==> src/rtl/uart_rx_ctrl_if.sv <==
`default_nettype none
//----------------------------------------------------------------------------
// Module      : uart_rx_ctrl_if
// Description : Signal bundle between the UART RX sequencer and its
//               neighbours (line, edge/bit counter, data sampler, consumer).
//               slave  : the sequencer (uart_rx_ctrl)
//               master : the surrounding receive path that feeds it
//               Line/config : rx_in, prescale, par_en, par_typ
//               Counter     : edge_cnt, bit_cnt (in), en_counter, cnt_clear (out)
//               Sampler     : sampled_bit (in), dat_samp_en (out)
//               Result      : p_data, data_valid, par_err, stp_err, strt_glitch
// Revision    : 1.0 - initial release
//----------------------------------------------------------------------------
interface uart_rx_ctrl_if #(
    parameter int DATA_WIDTH = 8
);
    logic                  rx_in;
    logic [4:0]            prescale;
    logic                  par_en;
    logic                  par_typ;
    logic [4:0]            edge_cnt;
    logic [3:0]            bit_cnt;
    logic                  sampled_bit;
    logic                  en_counter;
    logic                  cnt_clear;
    logic                  dat_samp_en;
    logic [DATA_WIDTH-1:0] p_data;
    logic                  data_valid;
    logic                  par_err;
    logic                  stp_err;
    logic                  strt_glitch;

    modport slave (
        input  rx_in, prescale, par_en, par_typ, edge_cnt, bit_cnt, sampled_bit,
        output en_counter, cnt_clear, dat_samp_en, p_data,
               data_valid, par_err, stp_err, strt_glitch
    );

    modport master (
        output rx_in, prescale, par_en, par_typ, edge_cnt, bit_cnt, sampled_bit,
        input  en_counter, cnt_clear, dat_samp_en, p_data,
               data_valid, par_err, stp_err, strt_glitch
    );
endinterface
`default_nettype wire

==> src/rtl/uart_rx_ctrl.sv <==
`default_nettype none
//----------------------------------------------------------------------------
// Module      : uart_rx_ctrl
// Description : UART receive sequencer. Walks start/data/parity/stop bits of
//               each frame using the external edge/bit counter and the
//               majority-voted sample, deserialises LSB-first, checks parity
//               and stop, and reports the result with one-cycle pulses.
// Ports       : clk, rst (sync, active high)
//               bus (uart_rx_ctrl_if.slave) - line, config, counter and
//               sampler handshakes plus p_data and status pulses
// Revision    : 1.0 - initial release
//----------------------------------------------------------------------------
module uart_rx_ctrl #(
    parameter int DATA_WIDTH = 8
) (
    input  wire logic      clk,
    input  wire logic      rst,
    uart_rx_ctrl_if.slave  bus
);

    typedef enum logic [2:0] {
        S_IDLE   = 3'd0,
        S_START  = 3'd1,
        S_DATA   = 3'd2,
        S_PARITY = 3'd3,
        S_STOP   = 3'd4
    } state_t;

    localparam logic [3:0] C_LAST_DATA = 4'(DATA_WIDTH);
    localparam logic [3:0] C_PAR_IDX   = 4'(DATA_WIDTH + 1);

    state_t                r_state;
    logic [DATA_WIDTH-1:0] r_shreg;
    logic [DATA_WIDTH-1:0] r_p_data;
    logic                  r_par_ok;
    logic                  r_data_valid;
    logic                  r_par_err;
    logic                  r_stp_err;
    logic                  r_strt_glitch;
    logic                  r_cnt_clear;

    logic [4:0]            w_sp_edge;
    logic                  w_sp;
    logic                  w_in_data;
    logic [3:0]            w_stop_idx;
    logic                  w_par_exp;

    // Sample point: first edge at which the sampler's 3-sample vote is valid.
    assign w_sp_edge  = (bus.prescale >> 1) + 5'd2;
    assign w_sp       = (bus.edge_cnt == w_sp_edge);
    assign w_in_data  = (bus.bit_cnt >= 4'd1) && (bus.bit_cnt <= C_LAST_DATA);
    assign w_stop_idx = C_PAR_IDX + {3'b000, bus.par_en};
    assign w_par_exp  = (^r_shreg) ^ bus.par_typ;

    always_ff @(posedge clk) begin
        if (rst) begin
            r_state       <= S_IDLE;
            r_shreg       <= '0;
            r_p_data      <= '0;
            r_par_ok      <= 1'b0;
            r_data_valid  <= 1'b0;
            r_par_err     <= 1'b0;
            r_stp_err     <= 1'b0;
            r_strt_glitch <= 1'b0;
            r_cnt_clear   <= 1'b0;
        end else begin
            // Status and clear are single-cycle pulses by default.
            r_data_valid  <= 1'b0;
            r_par_err     <= 1'b0;
            r_stp_err     <= 1'b0;
            r_strt_glitch <= 1'b0;
            r_cnt_clear   <= 1'b0;

            case (r_state)
                S_IDLE: begin
                    if (!bus.rx_in) begin
                        r_state <= S_START;
                    end
                end

                S_START: begin
                    if (w_sp) begin
                        r_cnt_clear <= 1'b1;
                        r_state     <= S_IDLE;
                        if (bus.bit_cnt == 4'd0) begin
                            if (bus.sampled_bit) begin
                                r_strt_glitch <= 1'b1;
                            end else begin
                                r_cnt_clear <= 1'b0;
                                r_par_ok    <= 1'b0;
                                r_state     <= S_DATA;
                            end
                        end
                    end
                end

                S_DATA: begin
                    if (w_sp) begin
                        if (w_in_data) begin
                            r_shreg <= {bus.sampled_bit, r_shreg[DATA_WIDTH-1:1]};
                            if (bus.bit_cnt == C_LAST_DATA) begin
                                r_state <= bus.par_en ? S_PARITY : S_STOP;
                            end
                        end else begin
                            // Counter and sequencer disagree: drop silently.
                            r_cnt_clear <= 1'b1;
                            r_state     <= S_IDLE;
                        end
                    end
                end

                S_PARITY: begin
                    if (w_sp) begin
                        if (bus.bit_cnt != C_PAR_IDX) begin
                            r_cnt_clear <= 1'b1;
                            r_state     <= S_IDLE;
                        end else if (bus.sampled_bit != w_par_exp) begin
                            r_par_err   <= 1'b1;
                            r_cnt_clear <= 1'b1;
                            r_state     <= S_IDLE;
                        end else begin
                            r_par_ok <= 1'b1;
                            r_state  <= S_STOP;
                        end
                    end
                end

                S_STOP: begin
                    if (w_sp) begin
                        r_cnt_clear <= 1'b1;
                        r_state     <= S_IDLE;
                        if (bus.bit_cnt == w_stop_idx) begin
                            if (!bus.sampled_bit) begin
                                r_stp_err <= 1'b1;
                            end else if (r_par_ok || !bus.par_en) begin
                                r_p_data     <= r_shreg;
                                r_data_valid <= 1'b1;
                            end
                        end
                    end
                end

                default: begin
                    r_state <= S_IDLE;
                end
            endcase
        end
    end

    assign bus.en_counter  = (r_state != S_IDLE);
    assign bus.dat_samp_en = (r_state != S_IDLE);
    assign bus.cnt_clear   = r_cnt_clear;
    assign bus.p_data      = r_p_data;
    assign bus.data_valid  = r_data_valid;
    assign bus.par_err     = r_par_err;
    assign bus.stp_err     = r_stp_err;
    assign bus.strt_glitch = r_strt_glitch;

endmodule
`default_nettype wire

==> src/flat_wrapper.sv <==
// flat-port wrapper written by rule: the top's interface ports become plain ports
module uart_rx_ctrl_flat 
#(
    parameter int DATA_WIDTH = 8
)
  (clk, rst, bus_rx_in, bus_prescale, bus_par_en, bus_par_typ, bus_edge_cnt, bus_bit_cnt, bus_sampled_bit, bus_en_counter, bus_cnt_clear, bus_dat_samp_en, bus_p_data, bus_data_valid, bus_par_err, bus_stp_err, bus_strt_glitch);
  uart_rx_ctrl_if #(.DATA_WIDTH(DATA_WIDTH)) bus_i ();
  input  wire logic clk;
  input  wire logic rst;
  input wire logic [$bits(bus_i.rx_in)-1:0] bus_rx_in;
  input wire logic [$bits(bus_i.prescale)-1:0] bus_prescale;
  input wire logic [$bits(bus_i.par_en)-1:0] bus_par_en;
  input wire logic [$bits(bus_i.par_typ)-1:0] bus_par_typ;
  input wire logic [$bits(bus_i.edge_cnt)-1:0] bus_edge_cnt;
  input wire logic [$bits(bus_i.bit_cnt)-1:0] bus_bit_cnt;
  input wire logic [$bits(bus_i.sampled_bit)-1:0] bus_sampled_bit;
  output wire logic [$bits(bus_i.en_counter)-1:0] bus_en_counter;
  output wire logic [$bits(bus_i.cnt_clear)-1:0] bus_cnt_clear;
  output wire logic [$bits(bus_i.dat_samp_en)-1:0] bus_dat_samp_en;
  output wire logic [$bits(bus_i.p_data)-1:0] bus_p_data;
  output wire logic [$bits(bus_i.data_valid)-1:0] bus_data_valid;
  output wire logic [$bits(bus_i.par_err)-1:0] bus_par_err;
  output wire logic [$bits(bus_i.stp_err)-1:0] bus_stp_err;
  output wire logic [$bits(bus_i.strt_glitch)-1:0] bus_strt_glitch;
  assign bus_i.rx_in = bus_rx_in;
  assign bus_i.prescale = bus_prescale;
  assign bus_i.par_en = bus_par_en;
  assign bus_i.par_typ = bus_par_typ;
  assign bus_i.edge_cnt = bus_edge_cnt;
  assign bus_i.bit_cnt = bus_bit_cnt;
  assign bus_i.sampled_bit = bus_sampled_bit;
  assign bus_en_counter = bus_i.en_counter;
  assign bus_cnt_clear = bus_i.cnt_clear;
  assign bus_dat_samp_en = bus_i.dat_samp_en;
  assign bus_p_data = bus_i.p_data;
  assign bus_data_valid = bus_i.data_valid;
  assign bus_par_err = bus_i.par_err;
  assign bus_stp_err = bus_i.stp_err;
  assign bus_strt_glitch = bus_i.strt_glitch;
  uart_rx_ctrl #(.DATA_WIDTH(DATA_WIDTH)) u_core (.clk(clk), .rst(rst), .bus(bus_i));
endmodule
==> config.mk <==
export PLATFORM = sky130hd
export DESIGN_NAME = uart_rx_ctrl_flat
export DESIGN_NICKNAME = d
export VERILOG_FILES = /design/src/rtl/uart_rx_ctrl_if.sv /design/src/rtl/uart_rx_ctrl.sv /design/src/flat_wrapper.sv
export SDC_FILE = /design/constraint.sdc
export NUM_CORES = 1
export LEC_CHECK = 0
export BUFFER_PORTS_ARGS = -buffer_cell sky130_fd_sc_hd__buf_2
export CAP_MARGIN = 10
export CORE_MARGIN = 1
export CORE_UTILIZATION = 23
export DETAILED_ROUTE_END_ITERATION = 8
export GPL_TIMING_DRIVEN = 0
export PLACE_DENSITY = 0.44
export SYNTH_ARGS = -nofsm -noshare
export SYNTH_HDL_FRONTEND = slang
export SYNTH_SLANG_ARGS = --single-unit
==> constraint.sdc <==
create_clock -name clk -period 2.16 [get_ports clk]
set_input_delay 0.432 -clock clk [delete_from_list [all_inputs] [get_ports clk]]
set_output_delay 0.432 -clock clk [all_outputs]
set_load 0.01 [all_outputs]
---- Word level (Yosys, flattened, before mapping) ----
Cells that the tools add are included.
storage, ports and cells
  register bits ........................... 25
  word-level logic and storage cells ...... 88
operators by class
  $add $sub $neg .......................... 2
  $lt $le $gt $ge ......................... 2
  equal/unequal tests ..................... 19
  mux-type cells .......................... 32
  bitwise operators ....................... 8
  reduce and logical (&&, ||, !) cells .... 16
operators with widths
  cell                                                                      count
  3-bit 2-to-1 mux                                                          11
  1-bit 2-to-1 mux                                                          17
  3-bit case mux with 5 select lines                                        1
  4-bit OR reduction                                                        3
  2-bit by 1-bit inequality test with 1-bit output (second input constant)  5
  2-bit inequality test (second input constant)                             4
  8-bit parity                                                              1
  1-bit inverter                                                            7
  7-bit AND reduction                                                       1
  3-bit by 2-bit equality test with 1-bit output (second input constant)    2
  6-bit AND reduction                                                       1
  4-bit by 2-bit adder with 5-bit output (second input constant)            1
  5-bit equality test                                                       1
  5-bit AND reduction                                                       1
  5-bit OR reduction                                                        1
  4-bit by 1-bit adder with 4-bit output (first input constant)             1
  4-bit equality test                                                       1
  4-bit equality test (second input constant)                               1
  4-bit by 1-bit >= comparator with 1-bit output (second input constant)    1
  4-bit less-or-equal comparator (second input constant)                    1
  4-bit logical NOT                                                         1
  4-bit inequality test (second input constant)                             1
  1-bit case mux with 4 select lines                                        1
  3-bit by 1-bit equality test with 1-bit output (second input constant)    1
  other kinds (13)                                                          13

---- Depth between registers and ports, before layout ----
Gate-level depths: netlist of the first run.
  depth in word-level cells ............... 7
  gate-level depth with buffers ........... 7
  depth with buffers taken out ............ 6

---- Least setup slack after synthesis of the first run ----
Ideal clock, no wire load.
  path type ............................... in2reg
  start ................................... input port bus_prescale[2]
  end ..................................... register u_core.r_state[1]
  library setup time ...................... 128 ps
  data arrival time ....................... 1818 ps
  required time ........................... 2032 ps
  setup slack ............................. 214 ps
  cell stages on the path ................. 7
  buffers on the path ..................... 1
  cells stage by stage .................... ha_1 > xor2_1 > or3_4 > a21o_1 > clkbuf_1 > o211ai_1 > o21ai_0
between the ends
  cells in the longest elaborated chain, start to end .. 4
RTL lines
  what                                                        RTL line             RTL
  start, declared                                             flat_wrapper.sv:11   input wire logic [$bits(bus_i.prescale)-1:0] bus_prescale;
  4-bit by 2-bit adder with 5-bit output *                    uart_rx_ctrl.sv:49   assign w_sp_edge = (bus.prescale >> 1) + 5'd2;
  5-bit equality test *                                       uart_rx_ctrl.sv:50   assign w_sp = (bus.edge_cnt == w_sp_edge);
  2-bit by 1-bit inequality test with 1-bit output (no line)  -
  6-bit AND reduction (no line) *                             -
  end signal, assigned                                        uart_rx_ctrl.sv:102  r_state <= bus.par_en ? S_PARITY : S_STOP;
  end, declared                                               uart_rx_ctrl.sv:32   state_t r_state;
Every way passes the cells marked *; elsewhere a longest branch is shown, timed or not.
A chain may end at the register's enable or synchronous reset.

---- Final worst setup path of the first run ----
Same ends and word-level chain as after synthesis.

==> results of run 1 <==
-- power groups by stage --
stage               Clock [mW]  Sequential (mW)  Combinational [mW]
floorplan                    0            0.494               0.139
global placement             0            0.500               0.206
detailed placement           0            0.499               0.205
CTS                      0.287            0.489               0.206
global route             0.312            0.491               0.225
finish                   0.271            0.489               0.204
-- cell families (layout without fill, tap and decap cells) --
family	count (synthesis)	after routing	synth area share, %
AND/OR/NAND/NOR	53	53	21.5
XOR/XNOR	12	12	9.50
buffers and inverters	12	48	4.33
adder cells (fa/ha/maj)	1	1	0.941
AO/OA/AOI/OAI	54	54	26.2
flip-flops	25	25	37.6
-- flip-flops by register name, indices dropped and copies added, names as in the netlist --
name and count:
u_core.bus.p_data 8, u_core.r_shreg 8, u_core.bus.strt_glitch 1, u_core.bus.par_err 1
u_core.bus.cnt_clear 1, u_core.r_par_ok 1, u_core.r_state 3, u_core.bus.data_valid 1
u_core.bus.stp_err 1
-- synthesized netlist by cell type (all sizes together) (3+ instances only) --
master   n  area share [%]
a21oi   17             7.2
buf      3             1.8
clkbuf   5             1.4
dfxtp   25              38
inv      4             1.1
nand2   14             4.0
nand3   11             4.5
nor2     7             2.0
nor3     5             1.9
o21ai   20             7.5
xnor2    8             5.8
xor2     3             2.0
-- routing by layer --
layer	track usage, %	wire length [um]
met1	14.6	1620
met2	18.0	1420
met3	1.63	125
met4	4.44	46
met5	0	0
-- stage by stage --
step	hold WS, ps	instances
floorplan	465	157
global placement	463	261
detailed placement	465	261
CTS	364	265
global route	364	265
finish	373	265
-- final timing paths --
check	startpoint	endpoint	slack [ps]	cells after the start
setup / recovery	bus_prescale[2]	u_core.r_state[1]	130	8
hold / removal	bus_sampled_bit	u_core.bus.stp_err	370	2
setup reg to reg	u_core.r_state[0]	u_core.bus.p_data[7]	220	6
hold reg to reg	u_core.bus.p_data[1]	u_core.bus.p_data[1]	470	2
-- area by class of cell --
cell class                      instances  share of cell area, %
Buffer                                  8                   2.61
Inverter                                4                  0.920
Clock buffer                            4                   2.76
Multi-Input combinational cell        120                   47.7
Timing Repair Buffer                   32                   9.82
Tap cell                               72                   5.52
Sequential cell                        25                   30.7
-- repair_timing --
item                                    4_1_cts  5_1_grt
hold endpoints to repair                      0        0
endpoints found under the setup margin        0        3
resized for setup                             0        2
==> metrics.csv, run 1 <==
metric,value,unit
status,completed,
P&R area growth vs syn,22.7,%
Worst Tran Pin Value,587,ps
Cell Pwr Density,590,nW/um^2
post-layout minimum cycle time,2030,ps
"Net Count, Synth",178,
vias in the first global route,1164,
sw frac,27.8,%
WL final,3210,um
Setup-failing EPs final,0,
largest net degree at the start of global routing,14,
async set-reset flop share out of synthesis,0,%
final hold violations,0,
Routed Antenna Nets,0,
"CTS clk-pin slew, worst paths",80,ps
unrepaired setup endpoints after global routing,no,
Remaining DRCs,0,
Reg area,500,um^2
Avg WL per Cell,12.1,um
H-Tree Depth,1,
number of hold buffers added after cts,0,
slew margin rel.,60.7,%
setup TNS,0,ps
Clk Tree Root Cell,clkbuf_8,
crit share post-route,94.1,%
# clock sinks,25,
critical path arrival,2170,ps
Startpoint Class,input pin,
Switch Pwr,268,uW
"flops & latches, synth",25,
dominant synthesized flop cell,dfxtp_1,
distinct cell type count of the synthesized netlist,47,
synthesized area,1330,um^2
clk_lat worst skew,260,ps
critical path type,input pin to register,
# Post-CTS Setup Buffers,0,
CTS tree,done,
FILL cells,618,
"Seq/Total Area, Yosys",37.6,%
layout cell share with drive strength beyond 1,24.9,%
maximum VDD drop,0.000204,V
family with the most delay on the worst path,compound AO/OA/AOI/OAI gates,
I/O pins,35,
"Slew Viols, Final",0,
Synth Area per Inst,8.47,um^2
fmax,492,MHz
initial antenna violation count,0,
Mapped Cells,157,
number of flops mapped to enable cells by yosys,0,
final clock skew,3.04,ps
fin nets,215,
Hold Path Class,input pin to register,
Seq pwr share,50.7,%
crit path max fanout,10,
WP buf/inv,2,
Die Footprint,6090,um^2
PnR worst setup slack,127,ps
Die H,78.0,um
Pre-antenna DRT Iters,4,
Via Count,1231,
CP Capture Type,register,
total CTS buffers,3,
YS warnings,0,
CTS Buffer Depth,2,
Logic pwr share,21.2,%
starting density of the core,24.0,%
final instance area,1630,um^2
Die Width,78.0,um
max-cap viol count,0,
Clock power frac,28.1,%
post-placement setup slack,-192,ps
cells along the critical path,buf_2 -> ha_1 -> xor2_1 -> or3_4 -> a21o_2 -> clkbuf_1 -> o211ai_1 -> o21ai_0,
n_diodes,0,
Worst EP required,2300,ps
"commonest non-fill, non-tap cells in the layout","33 x buf_2, 25 x dfxtp_1, 20 x o21ai_0",
core outline area,5540,um^2
LEAKAGE,0.602,nW
"commonest non-fill, non-tap cell in the layout",buf_2,
first-pass GRT wire length,5380,um
area of the multi-input gates,778,um^2
grt ovf,0,
"Power, Total",963,uW
critical path's largest stage delay,370,ps
FP Rows,27,
Port Buf Inserts,32,
Total GRT Usage,11.0,%
vias per cell,4.65,
Post-Route Utilization,29.4,%
Placer Congestion,0.754,
Area after DPL,1580,um^2
Pint,695,uW
dpl hpwl,2410,um
initial DRC count,58,
Worst path slowest cell,or3_4,
Power figures use the tool's default switching activity.
==> run 2, diff against run 1 <==
--- a/config.mk
+++ b/config.mk
@@ -7,7 +7,7 @@
 export LEC_CHECK = 0
 export BUFFER_PORTS_ARGS = -buffer_cell sky130_fd_sc_hd__buf_2
 export CAP_MARGIN = 10
-export CORE_MARGIN = 1
+export CORE_MARGIN = 4
 export CORE_UTILIZATION = 23
 export DETAILED_ROUTE_END_ITERATION = 8
 export GPL_TIMING_DRIVEN = 0
==> run 2 against run 1 <==
Clock-buffer cell count is the same. Core utilization shrank 0.22 points. Clock power grew 3%. Cell count is the same. First-iteration DRC count grew 78%. Sequential cell count is the same. Sequential power is essentially flat. Clock skew grew 3.5 ps. Total power grew 1.5%. Worst setup slack gained 56 ps. Combinational power is essentially flat. Critical path type unchanged. Largest cell class unchanged. Largest power group unchanged.
==> metrics.csv, run 2 (same netlist as run 1, synthesis figures left out) <==
metric,value,unit
critical path's largest stage delay,370,ps
Worst EP required,2300,ps
RR Startpoint,u_core.r_state[1],
final hold violations,0,
Worst Reg-to-Reg Cells,5,
Remaining DRCs,0,
WP buf/inv,2,
Total GRT Usage,9.65,%
vias per cell,4.65,
Post-Route Utilization,29.2,%
final instance area,1630,um^2
P&R area growth vs syn,22.5,%
largest net degree at the start of global routing,14,
Port Buf Inserts,32,
Die H,84.0,um
"Slew Viols, Final",0,
Via Count,1233,
CTS tree,done,
Pre-antenna DRT Iters,4,
met1 usage,12.3,%
core outline area,5570,um^2
CP Capture Type,register,
"CTS clk-pin slew, worst paths",80,ps
r2r endpoint,u_core.r_shreg[7],
WL final,3380,um
H-Tree Depth,1,
cells along the critical path,buf_2 -> ha_1 -> xor2_1 -> or3_4 -> a21o_1 -> clkbuf_2 -> o211ai_1 -> o21ai_0,
starting density of the core,23.9,%
Crit path depth,8,
initial antenna violation count,0,
vias in the first global route,1187,
family with the most delay on the worst path,compound AO/OA/AOI/OAI gates,
first-pass GRT wire length,5640,um
Placer Congestion,0.716,
maximum VDD drop,0.000189,V
Die Width,84.0,um
fmax,506,MHz
status,completed,
Setup-failing EPs final,0,
Hold Path Class,input pin to register,
Worst Setup SP,bus_prescale[2],
I/O pins,35,
CTS Buffer Depth,2,
layout cell share with drive strength beyond 1,24.9,%
flop2flop setup slack,310,ps
LEAKAGE,0.603,nW
"commonest non-fill, non-tap cell in the layout",buf_2,
Area after DPL,1580,um^2
max-cap viol count,0,
Most Crowded Layer GR,met2,
Worst Setup EP,u_core.r_state[1],
unrepaired setup endpoints after global routing,no,
Clk Tree Root Cell,clkbuf_8,
Cell Pwr Density,600,nW/um^2
Startpoint Class,input pin,
crit share post-route,91.5,%
final clock skew,6.52,ps
dpl hpwl,2470,um
crit path max fanout,10,
grt ovf,0,
Worst Tran Pin Value,625,ps
met2 GRT Util,16.1,%
Routed Antenna Nets,0,
FP Rows,27,
clk_lat worst skew,270,ps
number of hold buffers added after cts,0,
Worst path slowest cell,or3_4,
initial DRC count,103,
fin nets,215,
Avg WL per Cell,12.8,um
GRT met3 Usage,1.68,%
critical path arrival,2120,ps
total CTS buffers,3,
post-layout minimum cycle time,1980,ps
# clock sinks,25,
slew margin rel.,58.0,%
Die Footprint,7060,um^2
"commonest non-fill, non-tap cells in the layout","33 x buf_2, 25 x dfxtp_1, 20 x o21ai_0",
n_diodes,0,
critical path type,input pin to register,
run 2: metal layers:
metal  up-vias  wire, um
met5         -         0
met4         0        47
met3         4       156
met2        24      1620
met1       564      1560
li1        641         -
run 2: worst register-to-register path: cells and delay by family, from the launching register on:
kind / cells / cell delay [ps]
flops: 1 / 480
compound gates: 2 / 610
simple gates: 3 / 690
run 2: worst min-delay path by stage:
| stage | startpoint | endpoint | depth (start not counted) |
|---|---|---|---|
| 2_1_floorplan | u_core.r_shreg[0] | u_core.bus.p_data[0] | 2 |
| 3_5_place_dp | u_core.bus.p_data[2] | u_core.bus.p_data[2] | 2 |
| 5_1_grt | bus_sampled_bit | u_core.bus.stp_err | 2 |
| 3_3_place_gp | u_core.bus.p_data[0] | u_core.bus.p_data[0] | 2 |
| 6_report | bus_sampled_bit | u_core.bus.stp_err | 2 |
| 4_1_cts | bus_sampled_bit | u_core.bus.stp_err | 2 |
run 2: layout make-up:
| type | count | area, um^2 |
|---|---|---|
| Tap cell | 72 | 90.1 |
| Buffer | 8 | 43.8 |
| Inverter | 4 | 15.0 |
| Timing Repair Buffer | 32 | 160 |
| Fill cell | 626 | 3950 |
| Sequential cell | 25 | 500 |
| Clock buffer | 4 | 45.0 |
| Multi-Input combinational cell | 120 | 774 |
run 2: stage by stage:
stage	setup slack [ps]	power [mW]	TNS [ps]	cells	hold slack [ps]
2_1_floorplan	214	0.633	0	157	465
4_1_cts	106	0.985	0	265	359
3_5_place_dp	-178	0.706	-1440	261	466
5_1_grt	52.3	1.03	0	265	359
6_report	183	0.978	0	265	367
3_3_place_gp	-205	0.707	-1550	261	465
run 2: report_power, final:
group,total (mW),switching (mW),internal [mW]
Clock,0.280,0.148,0.132
Combinational,0.207,0.112,0.0952
Sequential,0.491,0.0210,0.470
Total,0.978,0.281,0.697
run 2: timing repair:
item / in CTS / in global routing
buffers inserted: 0 / 0
endpoints found under the setup margin: 0 / 5
gates resized for setup: 0 / 3
